===== src/rtl/conv_mem_pkg.sv =====
// Shared types and constants for the convolution weight-memory address generator.
// Defaults reproduce the conv2 layer geometry.
package conv_mem_pkg;

    typedef enum logic [1:0] {
        IDLE  = 2'd0,
        RUN   = 2'd1,
        DRAIN = 2'd2,
        DONE  = 2'd3
    } state_t;

    localparam int CONV2_TAPS        = 25;
    localparam int CONV2_PASSES      = 64;
    localparam int CONV2_GROUPS      = 3;
    localparam int CONV2_PORT_STRIDE = 75;

    // Highest address any port can reach must fit in the address width.
    function automatic bit addr_range_ok(
        input int base,
        input int taps,
        input int groups,
        input int ports,
        input int stride,
        input int aw
    );
        longint top;
        top = longint'(base) + longint'(groups) * taps - 1
            + longint'(ports - 1) * stride;
        return top < (longint'(1) << aw);
    endfunction

endpackage


===== src/rtl/lat_pipe.sv =====
// Async-reset shift register that aligns control markers with memory read data.
// DEPTH=0 is a plain wire.
module lat_pipe #(
    parameter int W     = 1,
    parameter int DEPTH = 1
) (
    input  logic         clk,
    input  logic         reset,
    input  logic [W-1:0] d,
    output logic [W-1:0] q
);

    if (DEPTH == 0) begin : g_wire
        assign q = d;
    end else begin : g_regs
        logic [W-1:0] r [DEPTH];

        always_ff @(posedge clk or posedge reset) begin
            if (reset) begin
                for (int i = 0; i < DEPTH; i++) r[i] <= '0;
            end else begin
                r[0] <= d;
                for (int i = 1; i < DEPTH; i++) r[i] <= r[i-1];
            end
        end

        assign q = r[DEPTH-1];
    end

endmodule


===== src/rtl/conv_k_mem_addr_gen.sv =====
// Kernel weight read address generator: sweeps taps, repeats each group
// PASSES times, and delays valid/tap markers to line up with memory data.
module conv_k_mem_addr_gen
    import conv_mem_pkg::*;
#(
    parameter int ADDR_W      = 8,
    parameter int TAPS        = CONV2_TAPS,
    parameter int PASSES      = CONV2_PASSES,
    parameter int GROUPS      = CONV2_GROUPS,
    parameter int NUM_PORTS   = 2,
    parameter int PORT_STRIDE = CONV2_PORT_STRIDE,
    parameter int BASE_ADDR   = 0,
    parameter int RD_LAT      = 1
) (
    input  logic                          clk,
    input  logic                          reset,
    input  logic                          start,
    input  logic                          enable,
    output logic [NUM_PORTS*ADDR_W-1:0]   addr,
    output logic                          addr_valid,
    output logic [$clog2(TAPS)-1:0]       tap_idx,
    output logic [$clog2(GROUPS)-1:0]     group_idx,
    output logic                          data_valid,
    output logic                          first_tap,
    output logic                          last_tap,
    output logic                          busy,
    output logic                          done
);

    localparam int TW = $clog2(TAPS);
    localparam int GW = $clog2(GROUPS);
    localparam int PW = (PASSES > 1) ? $clog2(PASSES) : 1;

    localparam logic [ADDR_W-1:0] BASE_A = ADDR_W'(BASE_ADDR);
    localparam logic [ADDR_W-1:0] TAPS_A = ADDR_W'(TAPS);

    if (!addr_range_ok(BASE_ADDR, TAPS, GROUPS, NUM_PORTS,
                       PORT_STRIDE, ADDR_W)) begin : g_range_err
        $error("weight address range exceeds ADDR_W");
    end

    if (RD_LAT < 0 || RD_LAT > 15) begin : g_lat_err
        $error("RD_LAT must be within 0..15");
    end

    state_t          state_q;
    logic [TW-1:0]   tap_q;
    logic [PW-1:0]   pass_q;
    logic [GW-1:0]   grp_q;
    logic [3:0]      dcnt_q;

    logic            run;
    logic            tap_last;
    logic            pass_last;
    logic            grp_last;
    logic            drain_end;

    assign run       = (state_q == RUN);
    assign tap_last  = (tap_q == TW'(TAPS - 1));
    assign pass_last = (pass_q == PW'(PASSES - 1));
    assign grp_last  = (grp_q == GW'(GROUPS - 1));
    assign drain_end = (dcnt_q == 4'(RD_LAT - 1));

    always_ff @(posedge clk or posedge reset) begin
        if (reset) begin
            state_q <= IDLE;
            tap_q   <= '0;
            pass_q  <= '0;
            grp_q   <= '0;
            dcnt_q  <= '0;
        end else begin
            unique case (state_q)
                IDLE, DONE: begin
                    if (start) begin
                        state_q <= RUN;
                        tap_q   <= '0;
                        pass_q  <= '0;
                        grp_q   <= '0;
                        dcnt_q  <= '0;
                    end
                end
                RUN: begin
                    if (enable) begin
                        if (tap_last) begin
                            tap_q <= '0;
                            if (pass_last) begin
                                pass_q <= '0;
                                if (grp_last) begin
                                    grp_q   <= '0;
                                    dcnt_q  <= '0;
                                    state_q <= (RD_LAT == 0) ? DONE : DRAIN;
                                end else begin
                                    grp_q <= grp_q + 1'b1;
                                end
                            end else begin
                                pass_q <= pass_q + 1'b1;
                            end
                        end else begin
                            tap_q <= tap_q + 1'b1;
                        end
                    end
                end
                DRAIN: begin
                    if (drain_end) begin
                        state_q <= DONE;
                    end else begin
                        dcnt_q <= dcnt_q + 1'b1;
                    end
                end
                default: state_q <= IDLE;
            endcase
        end
    end

    assign addr_valid = run & enable;
    assign tap_idx    = tap_q;
    assign group_idx  = grp_q;
    assign busy       = run | (state_q == DRAIN);
    assign done       = (state_q == DONE);

    // Addresses are only driven while a run is active; zero otherwise.
    logic [ADDR_W-1:0] tap_base;
    assign tap_base = BASE_A + TAPS_A * ADDR_W'(grp_q) + ADDR_W'(tap_q);

    for (genvar p = 0; p < NUM_PORTS; p++) begin : g_port
        localparam logic [ADDR_W-1:0] OFS = ADDR_W'(p * PORT_STRIDE);
        assign addr[p*ADDR_W +: ADDR_W] = run ? (tap_base + OFS) : '0;
    end

    logic [2:0] mk_d;
    logic [2:0] mk_q;

    assign mk_d = {addr_valid,
                   addr_valid & (tap_q == '0),
                   addr_valid & tap_last};

    lat_pipe #(
        .W     (3),
        .DEPTH (RD_LAT)
    ) u_lat (
        .clk   (clk),
        .reset (reset),
        .d     (mk_d),
        .q     (mk_q)
    );

    assign data_valid = mk_q[2];
    assign first_tap  = mk_q[2] & mk_q[1];
    assign last_tap   = mk_q[2] & mk_q[0];

endmodule


===== config.mk =====
export PLATFORM = sky130hd
export DESIGN_NAME = conv_k_mem_addr_gen
export DESIGN_NICKNAME = d
export VERILOG_FILES = /design/src/rtl/conv_mem_pkg.sv /design/src/rtl/lat_pipe.sv /design/src/rtl/conv_k_mem_addr_gen.sv
export SDC_FILE = /design/constraint.sdc
export NUM_CORES = 1
export LEC_CHECK = 0
export BUFFER_PORTS_ARGS = -buffer_cell sky130_fd_sc_hd__buf_2
export CORE_UTILIZATION = 30
export DETAILED_ROUTE_END_ITERATION = 6
export PLACE_DENSITY = 0.46
export SLEW_MARGIN = 40
export SYNTH_ARGS = -nofsm -noshare
export SYNTH_HDL_FRONTEND = slang
export SYNTH_HIERARCHICAL = 1
export SYNTH_SLANG_ARGS = --single-unit

===== constraint.sdc =====
create_clock -name clk -period 3 [get_ports clk]
set_input_delay 0.15 -clock clk [delete_from_list [all_inputs] [get_ports clk]]
set_output_delay 0.15 -clock clk [all_outputs]
set_load 0.02 [all_outputs]

# Yosys cells after proc, flatten, opt, wreduce, memory -nomap -nowiden
# Index checks and enable logic that the tools add are counted.
[op_classes]
add_sub_neg = 6
mul = 1
div_mod_pow = 0
magnitude_cmp = 0
eq_ne = 13
shifts = 0
mux = 31
bitwise_logic = 6
reduce_logical = 10
[op_table]
columns = ["cell", "n"]
rows = [
  ["two-way mux 4 bit", 6],
  ["two-way mux 6 bit", 4],
  ["two-way mux 2 bit", 11],
  ["two-way mux 8 bit", 2],
  ["two-way mux 5 bit", 3],
  ["case mux 4 bit (3 select lines)", 1],
  ["case mux 6 bit (2 select lines)", 1],
  ["AND reduction 6 bit", 2],
  ["case mux 5 bit (2 select lines)", 1],
  ["adder 7 x 5 -> 8 bit", 1],
  ["adder 8 x 7 -> 8 bit, second input constant", 1],
  ["!= test 2 bit, second input constant", 4],
  ["multiplier 5 x 2 -> 7 bit, first input constant", 1],
  ["adder 6 x 1 -> 6 bit, second input constant", 1],
  ["equality test 2 bit, second input constant", 3],
  ["equality test 6 bit, second input constant", 1],
  ["!= test 2 x 1 -> 1 bit, second input constant", 3],
  ["case mux 2 bit (3 select lines)", 1],
  ["adder 5 x 1 -> 5 bit, second input constant", 1],
  ["AND 1 bit", 5],
  ["equality test 5 bit, second input constant", 1],
  ["logical NOT 5 bit", 1],
  ["AND reduction 5 bit", 1],
  ["adder 4 x 1 -> 4 bit, second input constant", 1],
  ["10 further kinds", 10],
]
[word_totals]
ff_bits = 22
latchBits = 0
mem_bits_rw = 0
rom_bits = 0
inputBits = 4
out_inout_bits = 29
elab_cells = 73
n_memories = 0

# Longest topological paths before layout
[depth]
word_depth = 6
ltp_mapped = 8
ltp_nobuf = 8

# By module
# Netlist, hierarchy kept.
[modules_own_cells]
columns = ["module", "n_inst", "cells_per_inst", "area_per_inst_um2", "seq_area_each_um2"]
rows = [
  ["conv_k_mem_addr_gen", 1, 195, 1689.1, 475.5],
  ["lat_pipe", 1, 4, 78.8, 75.1],
]

# Least setup slack after synthesis
# Ideal clock, no wire load.
[synth_timing]
kind = "register to output"
from = "register tap_q[4] (netlist: tap_idx[4])"
to = "output port addr[14]"
arrival_ns = 2.605
required_ns = 2.850
slack_ns = 0.245
stages_incl_launch_ff = 9
path_buffers = 0
cell_sequence = "dfrtp_1 inv_1 fa_1 inv_1 ha_1 and4b_1 a211oi_2 nor3b_1 mux2_2"
[synth_via]
elab_chain_len = 3
[synth_rtl]
columns = ["item", "line", "source"]
rows = [
  ["start, declared", "conv_k_mem_addr_gen.sv:47", "logic [TW-1:0] tap_q;"],
  ["start signal, assigned", "conv_k_mem_addr_gen.sv:99", "tap_q <= tap_q + 1'b1;"],
  ["adder 7 x 5 -> 8 bit", "conv_k_mem_addr_gen.sv:123", "assign tap_base = BASE_A + TAPS_A * ADDR_W'(grp_q) + ADDR_W'(tap_q);"],
  ["adder 8 x 7 -> 8 bit", "conv_k_mem_addr_gen.sv:127", "assign addr[p*ADDR_W +: ADDR_W] = run ? (tap_base + OFS) : '0;"],
  ["two-way mux 8 bit", "conv_k_mem_addr_gen.sv:127", ""],
  ["end, declared", "conv_k_mem_addr_gen.sv:19", "output logic [NUM_PORTS*ADDR_W-1:0] addr,"],
]
# No other way between the ends.

# Worst setup path after layout
[layout_timing]
from = "register grp_q[1] (netlist: group_idx[1])"
to = "output port addr[14]"
[layout_via]
elab_chain_len = 4
[layout_rtl]
columns = ["item", "line", "source"]
rows = [
  ["start, declared", "conv_k_mem_addr_gen.sv:49", "logic [GW-1:0] grp_q;"],
  ["start signal, assigned", "conv_k_mem_addr_gen.sv:93", "grp_q <= grp_q + 1'b1;"],
  ["multiplier 5 x 2 -> 7 bit", "conv_k_mem_addr_gen.sv:123", ""],
  ["adder 7 x 5 -> 8 bit", "conv_k_mem_addr_gen.sv:123", ""],
  ["adder 8 x 7 -> 8 bit", "conv_k_mem_addr_gen.sv:127", ""],
  ["two-way mux 8 bit", "conv_k_mem_addr_gen.sv:127", ""],
]
# No other way between the ends.

==> flow_metrics.env <==
export IMPL_setup_worst_path_start_class="flip-flop"
export IMPL_hold_path_end="u_lat/q[0]"
export IMPL_syn2layout_area_growth_pct=23.4
export IMPL_syn_instance_count=199
export IMPL_clock_tree_buffer_depth=2
export IMPL_initial_utilization_pct=31.5
export IMPL_slew_headroom_pct=54.8
export IMPL_die_height_um=78.8
export IMPL_dp_final_hpwl_um=2840
export IMPL_period_needed_ns=2.89
export IMPL_number_of_buffers_inserted_during_clock_tree_synthesis=3
export IMPL_criticalPathCategory="reg2out"
export IMPL_layout_drive_gt1_share_pct=27.2
export IMPL_timing_final_crit_share_pct=96.4
export IMPL_design_area_sq_mm=0.00218
export IMPL_clock_power_share_pct=10.4
export IMPL_critical_path_top_delay_family="adder cells"
export IMPL_report_final_hold_viol_count=0
export IMPL_place_congestion=0.722
export IMPL_synthSimpleGateAreaFrac_pct=24.3
export IMPL_total_switching_power_mw=1.03
export IMPL_place_area_sq_mm=0.00202
export IMPL_numPortBuffers=31
export IMPL_cts_root_buf="clkbuf_8"
export IMPL_pre_cts_slack_ns=0.238
export IMPL_combPwrFrac_pct=68.6
export IMPL_path_common_cell="ha_4"
export IMPL_synth_area_mux_share_pct=3.54
export IMPL_synth_area_per_cell_sq_um=8.88
export IMPL_power_frac_seq_pct=20.9
export IMPL_regToRegSetupSlack_ns=0.86
export IMPL_regToRegStartpoint="state_q[1]"
export IMPL_netlist_top_cells_area="dfrtp_1 31%, ha_1 14%, inv_1 4.9%, nor2_1 3.8%, nand3_1 3.1%"
export IMPL_seq_area_frac_synth_pct=31.1
export IMPL_synthAdderAreaFrac_pct=16.4
export IMPL_final_net_count=266
export IMPL_tritoncts_num_sinks=22
export IMPL_grt_pass1_vias=1409
export IMPL_setup_violations=0
export IMPL_post_synth_instance_area_sq_mm=0.00177
export IMPL_number_of_enable_flip_flop_cells_after_synthesis=0
export IMPL_finalClockSkew_ns=0.00386
export IMPL_critical_path_max_stage_delay_ns=0.45
export IMPL_slowest_stage="dfrtp_2"
export IMPL_floorplan_die_width_um=78.8
export IMPL_grt_start_max_net_pins=20
export IMPL_antenna_found_initial=0
export IMPL_timing_hold_worst_path_depth=3
export IMPL_run_status="completed"
export IMPL_antenna_cells=0
export IMPL_p_per_area_mw_per_mm2=948
export IMPL_critPathArrivalTime_ns=2.74
export IMPL_cp_end_kind="output pin"
export IMPL_maximum_fanout_encountered_on_the_critical_timing_path=5
export IMPL_detail_route_vias_per_cell=4.76
export IMPL_compound_gate_fraction_of_synth_area_pct=16.7
export IMPL_cellInternalPower_mw=1.04
export IMPL_wl_per_cell_um=12.4
export IMPL_dr_total_vias=1480
export IMPL_die_area_sq_mm=0.00620
export IMPL_net_count_of_the_mapped_netlist=225
export IMPL_drt_total_wl_um=3860
export IMPL_synth_top_family_by_area="simple AND/OR/NAND/NOR gates"
export IMPL_cap_violations=0
export IMPL_multi_input_comb_area_sq_mm=0.00116
export IMPL_worst_r2r_path_depth=6
export IMPL_grt_pass1_wl_um=6580
export IMPL_holdCritStartpoint="enable"
export IMPL_yosys_warnings=6
export IMPL_clkTransAtPathRegs_ns=0.08
export IMPL_tritoncts="yes"
export IMPL_synth_distinct_cells=46
export IMPL_post_synth_xor_area_fraction_pct=1.49
export IMPL_coreArea_sq_mm=0.00561
export IMPL_overflow=0
export IMPL_drt_iter0_drc=82
export IMPL_setup_slack_ns=0.108
export IMPL_cp_data_required_time_ns=2.85
export IMPL_cp_num_buf_inv=2
export IMPL_crit_reg2reg_capture="pass_q[0]"
export IMPL_max_vdd_ir_drop_mv=0.270
export IMPL_num_rows=27
export IMPL_top_level_ports=33
export IMPL_firstDrtPassIters=4
export IMPL_antenna_violating_nets_post_route=0
export IMPL_worstSkewPairLatency_ns=0.26
export IMPL_cts_htree_levels=1
export IMPL_max_freq_mhz=346
export IMPL_worst_slew_pin_transition_ns=0.673
export IMPL_number_of_storage_elements_in_the_synthesis_netlist=22
export IMPL_p_leak_nw=1.10
export IMPL_worstHoldPathType="in2reg"
export IMPL_synth_top_area_share_pct=31.1
export IMPL_ff_latch_area_sq_um=553
export IMPL_groute_usage_overall_pct=13.1
export IMPL_swShare_pct=49.9
export IMPL_synth_main_ff_cell="dfrtp_1"
export IMPL_layout_filler_cells=601
export IMPL_synth_async_reset_ratio_pct=100
export IMPL_synth_top_area_cell="dfrtp_1"
export IMPL_timing_critical_path_cells="ha_4, ha_4, inv_2, fa_2, nand3b_1, a211oi_2, nor3b_2, mux2_4, buf_6"
export IMPL_report_final_slew_viol_count=0
export IMPL_remaining_drc_errors=0
[power by group through the flow]
stage	Clock (mW)	Sequential (mW)	Combinational [mW]
after detailed placement	0	0.437	1.34
final	0.216	0.433	1.42
after CTS	0.229	0.424	1.37
after global routing	0.238	0.446	1.59
after floorplan	0	0.459	0.967
after global placement	0	0.436	1.35
[worst reg2reg max path: cells and delay by family, from the launching register on]
| kind | cells | cell delay [ns] |
|---|---|---|
| buf+inv | 1 | 0.10 |
| flops | 1 | 0.41 |
| compound gates | 1 | 0.29 |
| mux | 1 | 0.27 |
| fa+ha+maj | 1 | 0.50 |
| simple gates | 2 | 0.47 |
[registers in the layout, indices dropped and copies added (netlist names)]
signal     flops
state_q        2
pass_q         6
group_idx      2
dcnt_q         4
tap_idx        5
u_lat/q        3
[worst max path at each step]
stage	start	end	slack [ns]	cells past startpoint
after CTS	group_idx[1]	addr[14]	0.02	9
after global placement	group_idx[1]	addr[14]	0.25	9
after global routing	group_idx[1]	addr[14]	-0.002	10
after floorplan	tap_idx[4]	addr[14]	0.24	8
final	group_idx[1]	addr[14]	0.11	9
after detailed placement	group_idx[1]	addr[14]	0.24	9
[cells in the final DEF, fill, tap and decap left out, types with 8 or more instances in the layout]
cell and instances:
o21ai_0 9, buf_2 30, nand2_1 14, nand3_1 11
nor2b_1 8, and2_1 8, buf_4 9, dfrtp_1 20
nor2_1 18, inv_1 20, ha_1 16
[Yosys cell counts (2+ instances only)]
| cell type | number |
|---|---|
| a211oi_2 | 2 |
| a21o_1 | 2 |
| a21oi_1 | 4 |
| a22o_1 | 3 |
| a32o_1 | 2 |
| and2_1 | 8 |
| and3_1 | 3 |
| clkbuf_1 | 3 |
| dfrtp_1 | 22 |
| fa_1 | 2 |
| ha_1 | 20 |
| inv_1 | 23 |
| mux2_2 | 2 |
| mux2i_1 | 4 |
| nand2_1 | 14 |
| nand3_1 | 11 |
| nor2_1 | 18 |
| nor2b_1 | 8 |
| nor3_1 | 2 |
| nor3b_1 | 4 |
| o211ai_1 | 4 |
| o21a_1 | 3 |
| o21ai_0 | 9 |
| or3_1 | 3 |
| xnor2_1 | 2 |
[repair_timing]
item | in CTS | in global routing
gates resized for setup | 2 | 12
pin swaps | 1 | 4
endpoints found under the setup margin | 2 | 2
buffers inserted | 2 | 3
hold endpoints to repair | 22 | 0
hold buffers | 1 | 0
[stage by stage]
| step | setup TNS [ns] | total power, mW | hold slack (ns) | instances | utilization, % |
|---|---|---|---|---|---|
| after global placement | 0 | 1.78 | 0.0272 | 301 | 36.0 |
| after CTS | 0 | 2.02 | 0.151 | 308 | 37.6 |
| final | 0 | 2.07 | 0.155 | 311 | 38.9 |
| after detailed placement | 0 | 1.77 | 0.0366 | 301 | 36.0 |
| after global routing | -0.00165 | 2.27 | 0.187 | 311 | 38.9 |
| after floorplan | 0 | 1.43 | -0.0964 | 199 | - |
[layer usage]
| layer | track usage (%) | vias up | wire (um) |
|---|---|---|---|
| li1 | - | 763 | - |
| met1 | 17.8 | 697 | 1900 |
| met2 | 21.5 | 18 | 1830 |
| met3 | 2.87 | 2 | 108 |
| met4 | 2.22 | 0 | 20 |
| met5 | 0 | - | 0 |
[logic make-up (layout without fill, tap and decap cells)]
family | count (synthesis) | in the layout
AOI/OAI and AO/OA | 38 | 38
xor gates and xnor gates | 3 | 3
muxes | 6 | 6
DFF | 22 | 22
other | 1 | 1
adders and majority gates | 22 | 22
buffers and inverters | 28 | 68
and+or+nand+nor | 79 | 79
[final cells by class]
type	count	share of cell area (%)
clock buffers	4	2.52
inverters	23	3.96
multi-input cells	149	53.1
flip-flops and latches	22	25.3
well taps	72	4.13
repair buffers	41	11.0
Power figures use the tool's default switching activity.
